### config.mk
export PLATFORM = sky130hd
export DESIGN_NAME = conv_tile_feeder
export DESIGN_NICKNAME = d
export VERILOG_FILES = /design/src/rtl/conv_pkg.sv /design/src/rtl/conv_weight_loader.sv /design/src/rtl/conv_tile_feeder.sv
export SDC_FILE = /design/constraint.sdc
export NUM_CORES = 1
export LEC_CHECK = 0
export BUFFER_PORTS_ARGS = -buffer_cell sky130_fd_sc_hd__buf_2
export CELL_PAD_IN_SITES_DETAIL_PLACEMENT = 2
export CELL_PAD_IN_SITES_GLOBAL_PLACEMENT = 2
export CORE_ASPECT_RATIO = 0.6
export CORE_MARGIN = 2
export CORE_UTILIZATION = 31
export DETAILED_ROUTE_END_ITERATION = 6
export PLACE_DENSITY_LB_ADDON = 0.1
export SETUP_SLACK_MARGIN = 0.3
export SLEW_MARGIN = 10
export SYNTH_ARGS = -nofsm -noshare
export SYNTH_HDL_FRONTEND = slang
export SYNTH_SLANG_ARGS = --single-unit
### constraint.sdc
create_clock -name clk -period 2.1 [get_ports clk]
set_clock_uncertainty 0.2 [all_clocks]
set_input_delay 0.315 -clock clk [delete_from_list [all_inputs] [get_ports clk]]
set_output_delay 0.315 -clock clk [all_outputs]
set_load 0.01 [all_outputs]
### src/rtl/conv_pkg.sv
// Shared definitions for the convolution tile feeder.
//   feed_state_t   : feeder FSM state encoding
//   half_of()      : kernel half-width (kx/2), the west/east halo depth
//   tiles_per_row(): number of Pix-wide tiles across one image row
package conv_pkg;

    typedef enum logic [1:0] {
        S_CLEAR,
        S_FILL,
        S_PRESENT
    } feed_state_t;

    function automatic int unsigned half_of(input int unsigned k);
        return k / 2;
    endfunction

    function automatic int unsigned tiles_per_row(input int unsigned img_w, input int unsigned pix);
        return img_w / pix;
    endfunction

endpackage

### src/rtl/conv_weight_loader.sv
// Serial-in kernel weight register.
//   clk, rst_n      : clock, asynchronous active-low reset
//   weight_i        : serial weight, index 0 first
//   w_valid_i       : weight_i valid
//   clear_i         : discard loaded weights and restart loading
//   hold_i          : tile being presented; clear_i is ignored while high
//   w_ready_o       : loader accepts weight_i (low once all weights are in)
//   weights_o       : kernel weights, index 0 = first weight received
//   weight_ready_o  : all KK weights loaded
module conv_weight_loader #(
    parameter int unsigned KK  = 9,
    parameter int unsigned RES = 8
) (
    input  logic                    clk,
    input  logic                    rst_n,
    input  logic [RES-1:0]          weight_i,
    input  logic                    w_valid_i,
    input  logic                    clear_i,
    input  logic                    hold_i,
    output logic                    w_ready_o,
    output logic [KK-1:0][RES-1:0]  weights_o,
    output logic                    weight_ready_o
);

    localparam int unsigned IW = $clog2(KK);

    logic [KK-1:0][RES-1:0] weights_q;
    logic [IW-1:0]          widx_q;
    logic                   ready_q;

    // Gated by rst_n so the loader never advertises readiness while held in reset.
    assign w_ready_o      = rst_n && !ready_q;
    assign weights_o      = weights_q;
    assign weight_ready_o = ready_q;

    always_ff @(posedge clk or negedge rst_n) begin
        if (!rst_n) begin
            weights_q <= '0;
            widx_q    <= '0;
            ready_q   <= 1'b0;
        end else if (clear_i && !hold_i) begin
            ready_q <= 1'b0;
            widx_q  <= '0;
        end else if (w_valid_i && !ready_q) begin
            weights_q[widx_q] <= weight_i;
            if (widx_q == IW'(KK - 1)) begin
                widx_q  <= '0;
                ready_q <= 1'b1;
            end else begin
                widx_q <= widx_q + IW'(1);
            end
        end
    end

endmodule

### src/rtl/conv_tile_feeder.sv
// Tile feeder for the convolution inner loop.
//   clk, rst_n        : clock, asynchronous active-low reset
//   in_pixel/in_valid : row-major pixel stream; in_ready accepts
//   in_weight/w_valid : serial kernel weights; w_ready accepts
//   weight_clear      : discard weights (ignored while a tile is presented)
//   tile_done         : consumer finished the presented tile
//   pixel_row         : columns c0 .. c0+Pix+HALF-1 of the current tile
//   west_paddings     : columns c0-HALF .. c0-1 (zero at the left edge)
//   pixel_ready       : tile valid and frozen until tile_done
//   weights           : kx*kx kernel weights, weight_ready when complete
//   tile_col, row_idx : position of the current tile
//   frame_done        : one-cycle pulse after the last tile of the frame
module conv_tile_feeder
    import conv_pkg::*;
#(
    parameter int unsigned kx    = 3,
    parameter int unsigned Pix   = 3,
    parameter int unsigned RES   = 8,
    parameter int unsigned IMG_W = 12,
    parameter int unsigned IMG_H = 4
) (
    input  logic                                          clk,
    input  logic                                          rst_n,
    input  logic [RES-1:0]                                in_pixel,
    input  logic                                          in_valid,
    output logic                                          in_ready,
    input  logic [RES-1:0]                                in_weight,
    input  logic                                          w_valid,
    output logic                                          w_ready,
    input  logic                                          weight_clear,
    input  logic                                          tile_done,
    output logic [Pix+half_of(kx)-1:0][RES-1:0]           pixel_row,
    output logic [half_of(kx)-1:0][RES-1:0]               west_paddings,
    output logic                                          pixel_ready,
    output logic [kx*kx-1:0][RES-1:0]                     weights,
    output logic                                          weight_ready,
    output logic [$clog2(tiles_per_row(IMG_W, Pix))-1:0]  tile_col,
    output logic [$clog2(IMG_H)-1:0]                      row_idx,
    output logic                                          frame_done
);

    localparam int unsigned HALF   = half_of(kx);
    localparam int unsigned WIN    = Pix + 2 * HALF;
    localparam int unsigned NTILES = tiles_per_row(IMG_W, Pix);
    localparam int unsigned TW     = $clog2(NTILES);
    localparam int unsigned RW     = $clog2(IMG_H);
    localparam int unsigned CW     = $clog2(IMG_W + HALF + 1);
    localparam int unsigned SW     = $clog2(Pix + HALF + 1);

    feed_state_t             state_q;
    logic [WIN-1:0][RES-1:0] win_q;
    logic [CW-1:0]           col_in_q;
    logic [SW-1:0]           slots_q;
    logic [TW-1:0]           tile_col_q;
    logic [RW-1:0]           row_idx_q;
    logic                    pixel_ready_q;
    logic                    frame_done_q;

    logic           col_live;
    logic           slot_adv;
    logic [RES-1:0] slot_pix;
    logic           last_tile;
    logic           last_row;

    // Columns past the right edge are zero padding and do not wait on the stream.
    assign col_live  = col_in_q < CW'(IMG_W);
    assign in_ready  = (state_q == S_FILL) && col_live;
    assign slot_adv  = (state_q == S_FILL) && (!col_live || in_valid);
    assign slot_pix  = col_live ? in_pixel : '0;
    assign last_tile = tile_col_q == TW'(NTILES - 1);
    assign last_row  = row_idx_q == RW'(IMG_H - 1);

    always_ff @(posedge clk or negedge rst_n) begin
        if (!rst_n) begin
            state_q       <= S_CLEAR;
            win_q         <= '0;
            col_in_q      <= '0;
            slots_q       <= '0;
            tile_col_q    <= '0;
            row_idx_q     <= '0;
            pixel_ready_q <= 1'b0;
            frame_done_q  <= 1'b0;
        end else begin
            frame_done_q <= 1'b0;
            unique case (state_q)
                S_CLEAR: begin
                    win_q   <= '0;
                    slots_q <= SW'(Pix + HALF);
                    state_q <= S_FILL;
                end
                S_FILL: begin
                    if (slot_adv) begin
                        // Shift toward index 0; the newest column lands at the top.
                        win_q    <= {slot_pix, win_q[WIN-1:1]};
                        col_in_q <= col_in_q + CW'(1);
                        slots_q  <= slots_q - SW'(1);
                        if (slots_q == SW'(1)) begin
                            state_q       <= S_PRESENT;
                            pixel_ready_q <= 1'b1;
                        end
                    end
                end
                S_PRESENT: begin
                    if (tile_done) begin
                        pixel_ready_q <= 1'b0;
                        if (!last_tile) begin
                            // Window already holds the west halo and HALF look-ahead columns.
                            slots_q    <= SW'(Pix);
                            tile_col_q <= tile_col_q + TW'(1);
                            state_q    <= S_FILL;
                        end else begin
                            col_in_q   <= '0;
                            tile_col_q <= '0;
                            state_q    <= S_CLEAR;
                            if (last_row) begin
                                row_idx_q    <= '0;
                                frame_done_q <= 1'b1;
                            end else begin
                                row_idx_q <= row_idx_q + RW'(1);
                            end
                        end
                    end
                end
                default: state_q <= S_CLEAR;
            endcase
        end
    end

    assign pixel_row     = win_q[WIN-1:HALF];
    assign west_paddings = win_q[HALF-1:0];
    assign pixel_ready   = pixel_ready_q;
    assign tile_col      = tile_col_q;
    assign row_idx       = row_idx_q;
    assign frame_done    = frame_done_q;

    conv_weight_loader #(
        .KK  (kx * kx),
        .RES (RES)
    ) u_weight_loader (
        .clk            (clk),
        .rst_n          (rst_n),
        .weight_i       (in_weight),
        .w_valid_i      (w_valid),
        .clear_i        (weight_clear),
        .hold_i         (pixel_ready_q),
        .w_ready_o      (w_ready),
        .weights_o      (weights),
        .weight_ready_o (weight_ready)
    );

endmodule

==> results by group, run 1 <==
Status
  – Outcome: complete, no violations

Finish
  – Layout cells sized above 1: between 50% and 60%
  – Ant diodes: 0
  – Most frequent cells in the layout: buf_2 (140), dfrtp_1 (131), mux2_2 (73)
  – Register area: around 3300 µm²
  – Area of the multi-input gates: around 2200 µm²
  – Commonest non-fill, non-tap cell in the layout: buf_2
  – Non-Filler Instances: a little over 800
  – Fillers: approximately 1700
  – Area Overhead vs Synth: 40.2%
  – Layout net count: just over 600

Setup path
  – Worst path most repeated cell: inv_4
  – Slowest cell delay on critical path: approximately 490 ps
  – Worst Setup Start Kind: flop
  – CP max stage cell: or4_4
  – FF-to-FF End: slots_q[2]
  – Critical Path Sink: slots_q[2]
  – Crit path buf inv count: 2
  – Worst path cell trace: inv_4, ha_4, inv_4, mux2_4, or4_4, nand3_2
  – CP Max Fanout: 5
  – Levels on crit path: 6
  – Worst Setup SP: state_q[0]
  – Critical path class: flop to flop
  – Worst r2r path cells: 6
  – Worst setup EP type: flop
  – Worst Path Required: 2250 ps
  – Worst reg2reg path startpoint: state_q[0]
  – Delay-heaviest family, CP: simple AND/OR/NAND/NOR gates
  – Worst EP arrival: approximately 2100 ps
  – Slack of the worst reg-to-reg path: between 100 and 150 ps

Power and ir drop
  – PwrDens: 1650 nW/µm²
  – Pleak: ~3.7 nW
  – Part of the power in registers: between 30% and 40%
  – Total power: approximately 12 mW
  – Peak supply drop: 0.584 mV
  – Switching Power: between 4 and 5 mW
  – Pint: a little under 8 mW
  – Combinational Power Share: 41.3%
  – Clock share of power: between 20% and 30%
  – Sw Share: between 30 and 40%

Placed design
  – Post-Place Cells: about 760
  – Port bufs: 142
  – Placer Congestion: 0.758
  – DP Worst Slack: -8.40 ps
  – HPWL Detailed: between 10000 and 15000 µm

Clock tree
  – Clock root buffer: clkbuf_16
  – Skew-Pair Late Insertion Delay: between 400 and 500 ps
  – CTS sink cnt: around 130
  – Cts bufs inserted: 17
  – Clock Path Buffers: 2
  – Clock-pin slew on the worst setup and hold paths: 60 ps
  – CTS tree: built
  – CTS H-tree lvls: 4

Floorplanning
  – Initial Util: 31.5%
  – DIE HEIGHT: 106 µm
  – Core ar.: 17100 µm²
  – Total Die Area: 18500 µm²
  – Row count: 37
  – IO Count: 143
  – Die width: around 170 µm

Routing
  – Avg WL per Cell: between 15 and 20 µm
  – DRT Pass-1 Iters: 4
  – WL final: roughly 16000 µm
  – Initial DRC count: around 140
  – Final ANT Viol Nets: 0
  – Routed via count: just under 4000
  – Vias per std cell: between 4 and 5
  – DRC errors left: 0

Flow run
  – Max-cap viol count: 0

Timing
  – Fin. max-slew vios: 0
  – Tcrit/Tclk final: between 90% and 100%
  – RSZ-0062 raised after global routing: yes
  – Peak Freq: 501 MHz
  – Setup TNS: 0 ps
  – Worst-Margin Slew: 711 ps
  – Relative slew slack: between 50% and 60%
  – Tmin final: 2000 ps
  – Final worst slack: 103 ps
  – Hold Vio Cnt, Final: 0
  – Hold WS: 85.9 ps
  – Final setup vio count: 0

Global routing
  – Final global-route overflow total: 0
  – Via count of the first global-routing pass: between 4000 and 5000
  – Initial antenna violation count: 0
  – All-Layer GR Usage: 18.4%
  – Global-route wire length before repair: approximately 26000 µm
  – Pin count of the biggest net entering global routing: approximately 130

Hold path
  – Hold depth: 2
  – Hold Crit Class: primary input to flop

Synthesis
  – Synth area leaders: dfrtp_1 (61%), mux2_2 (16%), a22o_1 (5.4%)
  – Yosys top cell by area: dfrtp_1
  – Post-Synthesis Cells: between 300 and 400
  – Mux contribution to synthesized area: between 10% and 20%
  – Cell variety after synth: 36
  – Netlist Area Pre-Place: 5390 µm²
  – Complex-gate fraction of the synthesized area: 9.64%
  – Yosys reg bits: ~130
  – Simple-Gate Fraction of Synth Area: 7.18%
  – Synth Area in Adders: 3.48%
  – Avg Cell Area, Syn: approximately 14 µm²
  – Share of the synthesized area in the top cell type: slightly above 60%
  – Mapped Nets: approximately 430
  – Sequential cell area fraction in the yosys report: approximately 61%
  – Largest family of logic cells by synthesized area: multiplexers
  – Post-synthesis xor/xnor area fraction: 0%
  – Syn. warnings: 0
==> sequential cells by signal (all words and copies together) (netlist names), 2 cells and up <==
name	flops
slots_q	3
u_weight_loader.weights_o	72
tile_col	2
u_weight_loader.widx_q	4
row_idx	2
west_paddings	8
pixel_row	32
state_q	2
col_in_q	4
==> power by group through the flow <==
stage | Combinational, mW | Sequential [mW] | Clock [mW]
finish | 5.15 | 4.25 | 3.07
global route | 5.62 | 4.41 | 3.27
CTS | 4.90 | 4.24 | 3.14
detailed placement | 4.50 | 4.24 | 0
global placement | 4.33 | 4.18 | 0
floorplan | 2.16 | 4.55 | 0
==> layout make-up <==
class	count	area share (%)
Timing Repair Buffer	175	14.1
Inverter	10	0.596
Multi-Input combinational cell	235	29.7
Sequential cell	132	43.8
Tap cell	234	3.88
Clock buffer	17	5.63
Clock inverter	14	2.35
==> per-layer routing <==
layer / track usage, % / up-vias / share of wire (%)
li1: - / 1762 / -
met1: 25.7 / 2059 / 47
met2: 28.0 / 85 / 46
met3: 5.90 / 10 / 5.8
met4: 3.96 / 0 / 0.59
met5: 0 / - / 0
==> worst min path at each step <==
stage	from	to	slack, ps
after global placement	u_weight_loader.weights_o[40]	u_weight_loader.weights_o[40]	270
after global routing	in_weight[0]	u_weight_loader.weights_o[56]	90
after detailed placement	u_weight_loader.weights_o[40]	u_weight_loader.weights_o[40]	290
final	in_weight[0]	u_weight_loader.weights_o[48]	90
after CTS	in_weight[0]	u_weight_loader.weights_o[40]	60
after floorplan	rst_n	col_in_q[0]	-180
==> cells in the mapped netlist <==
| library cell | count |
|---|---|
| a211oi_1 | 1 |
| a211oi_2 | 1 |
| a21boi_1 | 1 |
| a21o_1 | 4 |
| a21oi_1 | 10 |
| a22o_1 | 33 |
| and2_1 | 2 |
| and3_1 | 1 |
| buf_1 | 1 |
| buf_2 | 5 |
| buf_4 | 1 |
| clkbuf_1 | 6 |
| clkbuf_2 | 1 |
| dfrtp_1 | 132 |
| ha_1 | 15 |
| inv_1 | 9 |
| inv_2 | 1 |
| mux2_1 | 2 |
| mux2_2 | 76 |
| mux2i_1 | 1 |
| nand2_1 | 24 |
| nand2b_1 | 2 |
| nand3_1 | 3 |
| nand3_2 | 9 |
| nor2_1 | 9 |
| nor2_8 | 1 |
| nor2b_1 | 12 |
| nor3_1 | 2 |
| nor3b_1 | 1 |
| o211ai_1 | 1 |
| o21a_1 | 1 |
| o21ai_0 | 17 |
| o21ai_1 | 1 |
| o2bb2ai_1 | 2 |
| or2_2 | 1 |
| or4_1 | 1 |
==> per-stage QoR <==
step / instance area, µm² / util, %
floorplan: 5410 / -
global placement: 6470 / 37.9
detailed placement: 6470 / 37.9
CTS: 7400 / 43.3
global route: 7550 / 44.2
finish: 7550 / 44.2
==> kinds of logic after synthesis <==
kind of cell	count (synthesis)
compound gates	72
fa+ha+maj	15
buf+inv	24
flops	132
mux	79
simple gates	68
==> what timing repair did <==
item                                    in CTS  in global routing
hold buffers                                 9                  0
gates resized for setup                     30                 23
setup buffers                                8                  7
endpoints found under the setup margin     123                113
pin swaps                                    4                  9
gates cloned                                 1                  0
endpoints found under the hold margin      140                  0
No activity file was read; power rests on OpenSTA's default activity.
==> run 2, diff against run 1 <==
- SETUP_SLACK_MARGIN: 0.3 -> 0.2
==> run 2 against run 1 <==
Compared with the run above: register-to-register slack about the same; sequential share of layout area grew 0.53 points; cell area shrank 1.2%; first-iteration DRC count down 23%.
==> results by group, run 2 (synthesis results as in run 1) <==
Hold path
  – Hold path startpoint: tile_done
  – Hold depth: 3 (+1)
  – Hold Crit Class: primary input to flop
  – Hold endpoint: frame_done

Global routing
  – Global-route wire length before repair: 25500 µm (-1.6%)
  – All-Layer GR Usage: 18.4% (about the same)
  – Final global-route overflow total: 0 (unchanged)
  – Pin count of the biggest net entering global routing: 117 (-12%)
  – Initial antenna violation count: 0 (unchanged)
  – Via count of the first global-routing pass: 4277 (-4.7%)

Timing
  – Hold WS: 80.9 ps (-5.04 ps)
  – Tcrit/Tclk final: 95.7% (+0.61 points)
  – Final setup vio count: 0 (unchanged)
  – Setup TNS: 0 ps (unchanged)
  – Final worst slack: 90.0 ps (-12.8 ps)
  – Hold Vio Cnt, Final: 0 (unchanged)
  – Worst-Margin Slew: 689 ps (-21.3 ps)
  – Tmin final: 2010 ps (+12.8 ps)
  – RSZ-0062 raised after global routing: yes
  – Fin. max-slew vios: 0 (unchanged)
  – Relative slew slack: 54.0% (+1.4 points)
  – Peak Freq: 498 MHz (-0.64%)

Routing
  – WL final: 16600 µm (+1.8%)
  – Routed via count: 3916 (unchanged)
  – Final ANT Viol Nets: 0 (unchanged)
  – Avg WL per Cell: 20.2 µm (+1.7%)
  – Initial DRC count: 109 (-23%)
  – Vias per std cell: 4.79 (-0.12%)
  – DRT Pass-1 Iters: 4 (unchanged)
  – DRC errors left: 0 (unchanged)

Status
  – Outcome: complete, no violations

Clock tree
  – Cts bufs inserted: 17 (unchanged)
  – Clock-pin slew on the worst setup and hold paths: 60 ps (about the same)
  – CTS H-tree lvls: 4 (unchanged)
  – CTS sink cnt: 132 (unchanged)
  – Clock Path Buffers: 2 (unchanged)
  – CTS tree: built
  – Clock root buffer: clkbuf_16
  – Skew-Pair Late Insertion Delay: 420 ps (about the same)

Floorplanning
  – Core ar.: 17100 µm² (unchanged)
  – Row count: 37 (unchanged)
  – DIE HEIGHT: 106 µm (unchanged)
  – IO Count: 143 (unchanged)
  – Initial Util: 31.5% (unchanged)
  – Die width: 174 µm (unchanged)
  – Total Die Area: 18500 µm² (unchanged)

Setup path
  – Worst path cell trace: inv_4, ha_4, inv_4, mux2_4, or4_1, nand3_1
  – FF-to-FF End: slots_q[2]
  – Slowest cell delay on critical path: 480 ps (about the same)
  – Worst EP arrival: 2160 ps (+20 ps)
  – CP Max Fanout: 6 (+1)
  – Slack of the worst reg-to-reg path: 90 ps (about the same)
  – Worst Setup Start Kind: flop
  – CP max stage cell: dfrtp_2
  – Worst Path Required: 2250 ps (about the same)
  – Critical path class: flop to flop
  – Worst r2r path cells: 6 (unchanged)
  – Worst reg2reg path startpoint: state_q[0]
  – Worst path most repeated cell: inv_4
  – Worst setup EP type: flop

Placed design
  – Placer Congestion: 0.747 (-1.4%)
  – Placed Area: 6470 µm² (about the same)
  – DP Worst Slack: 5.95 ps (+14.3 ps)
  – Port bufs: 142 (unchanged)
  – HPWL Detailed: 11000 µm (+0.33%)
  – Post-Place Cells: 762 (+0.13%)

Flow run
  – Max-cap viol count: 0 (unchanged)

Finish
  – Cell area after layout: 7460 µm² (-1.2%)
  – Final core utilization: 43.7% (-0.53 points)
  – Largest register FFs: 72 (unchanged)
  – Ant diodes: 0 (unchanged)
  – Non-Filler Instances: 818 (+0.12%)
  – Layout net count: 608 (unchanged)
  – Most frequent cells in the layout: buf_2 (140), dfrtp_1 (131), mux2_2 (75)
  – Area Overhead vs Synth: 38.5%
  – Commonest non-fill, non-tap cell in the layout: buf_2
  – Layout cells sized above 1: 53.1% (-0.78 points)

Power and ir drop
  – Clock share of power: 23.4% (-1.2 points)
  – Switching Power: 4.70 mW (+1.6%)
  – Pint: 7.53 mW (-4.0%)
  – Total power: 12.2 mW (-1.9%)
  – Peak supply drop: 0.658 mV (+13%)
  – Pleak: 3.69 nW (-1.2%)
  – PwrDens: 1640 nW/µm² (-0.72%)
  – Combinational Power Share: 42.1% (+0.8 points)
  – Part of the power in registers: 34.5% (+0.4 points)
  – Sw Share: 38.4% (+1.3 points)
-- run 2: layer usage --
layer | GRT usage (%) | routed length, µm | part of all wire [%] | vias up
li1 | - | - | - | 1755
met1 | 25.4 | 7800 | 47 | 2068
met2 | 28.1 | 7690 | 46 | 81
met3 | 5.76 | 925 | 5.6 | 12
met4 | 4.68 | 140 | 0.85 | 0
met5 | 0 | 0 | 0 | -
-- run 2: worst max path at each step --
| stage | start | end | slack [ps] | depth (start not counted) |
|---|---|---|---|---|
| final | state_q[0] | slots_q[2] | 90 | 6 |
| after global routing | state_q[1] | in_ready | 30 | 5 |
| after CTS | state_q[1] | in_ready | 100 | 5 |
| after detailed placement | state_q[1] | slots_q[2] | 6 | 6 |
| after global placement | state_q[1] | col_in_q[0] | 140 | 6 |
| after floorplan | state_q[0] | slots_q[2] | 170 | 7 |
-- run 2: area by class of cell --
| cell class | count | area (µm²) |
|---|---|---|
| inverter | 10 | 42.5 |
| clock inverter | 15 | 135 |
| tap | 234 | 293 |
| fill | 1711 | 9620 |
| sequential | 132 | 3300 |
| timing repair buffer | 176 | 1080 |
| multi-input combinational | 234 | 2180 |
| clock buffer | 17 | 425 |
-- run 2: repair_timing --
| action | CTS | global route |
|---|---|---|
| resized for setup | 19 | 23 |
| pin swaps | 0 | 1 |
| endpoints found under the hold margin | 140 | 0 |
| endpoints found under the setup margin | 114 | 113 |
| gates cloned | 0 | 1 |
| hold buffers | 9 | 0 |
| buffers inserted | 5 | 9 |
-- run 2: critical path, delay by kind of cell (launching register included) --
kind,cells,cell delay [ps]
adders and majority gates,1,190
buffers and inverters,2,170
DFF,1,480
muxes,1,330
and+or+nand+nor,2,570
-- run 2: power by group through the flow --
stage	registers (mW)	clock network (mW)	logic, mW
final	4.21	2.86	5.15
after global placement	4.15	0	4.29
after global routing	4.36	3.06	5.60
after floorplan	4.55	0	2.13
after CTS	4.20	2.96	4.70
after detailed placement	4.22	0	4.45
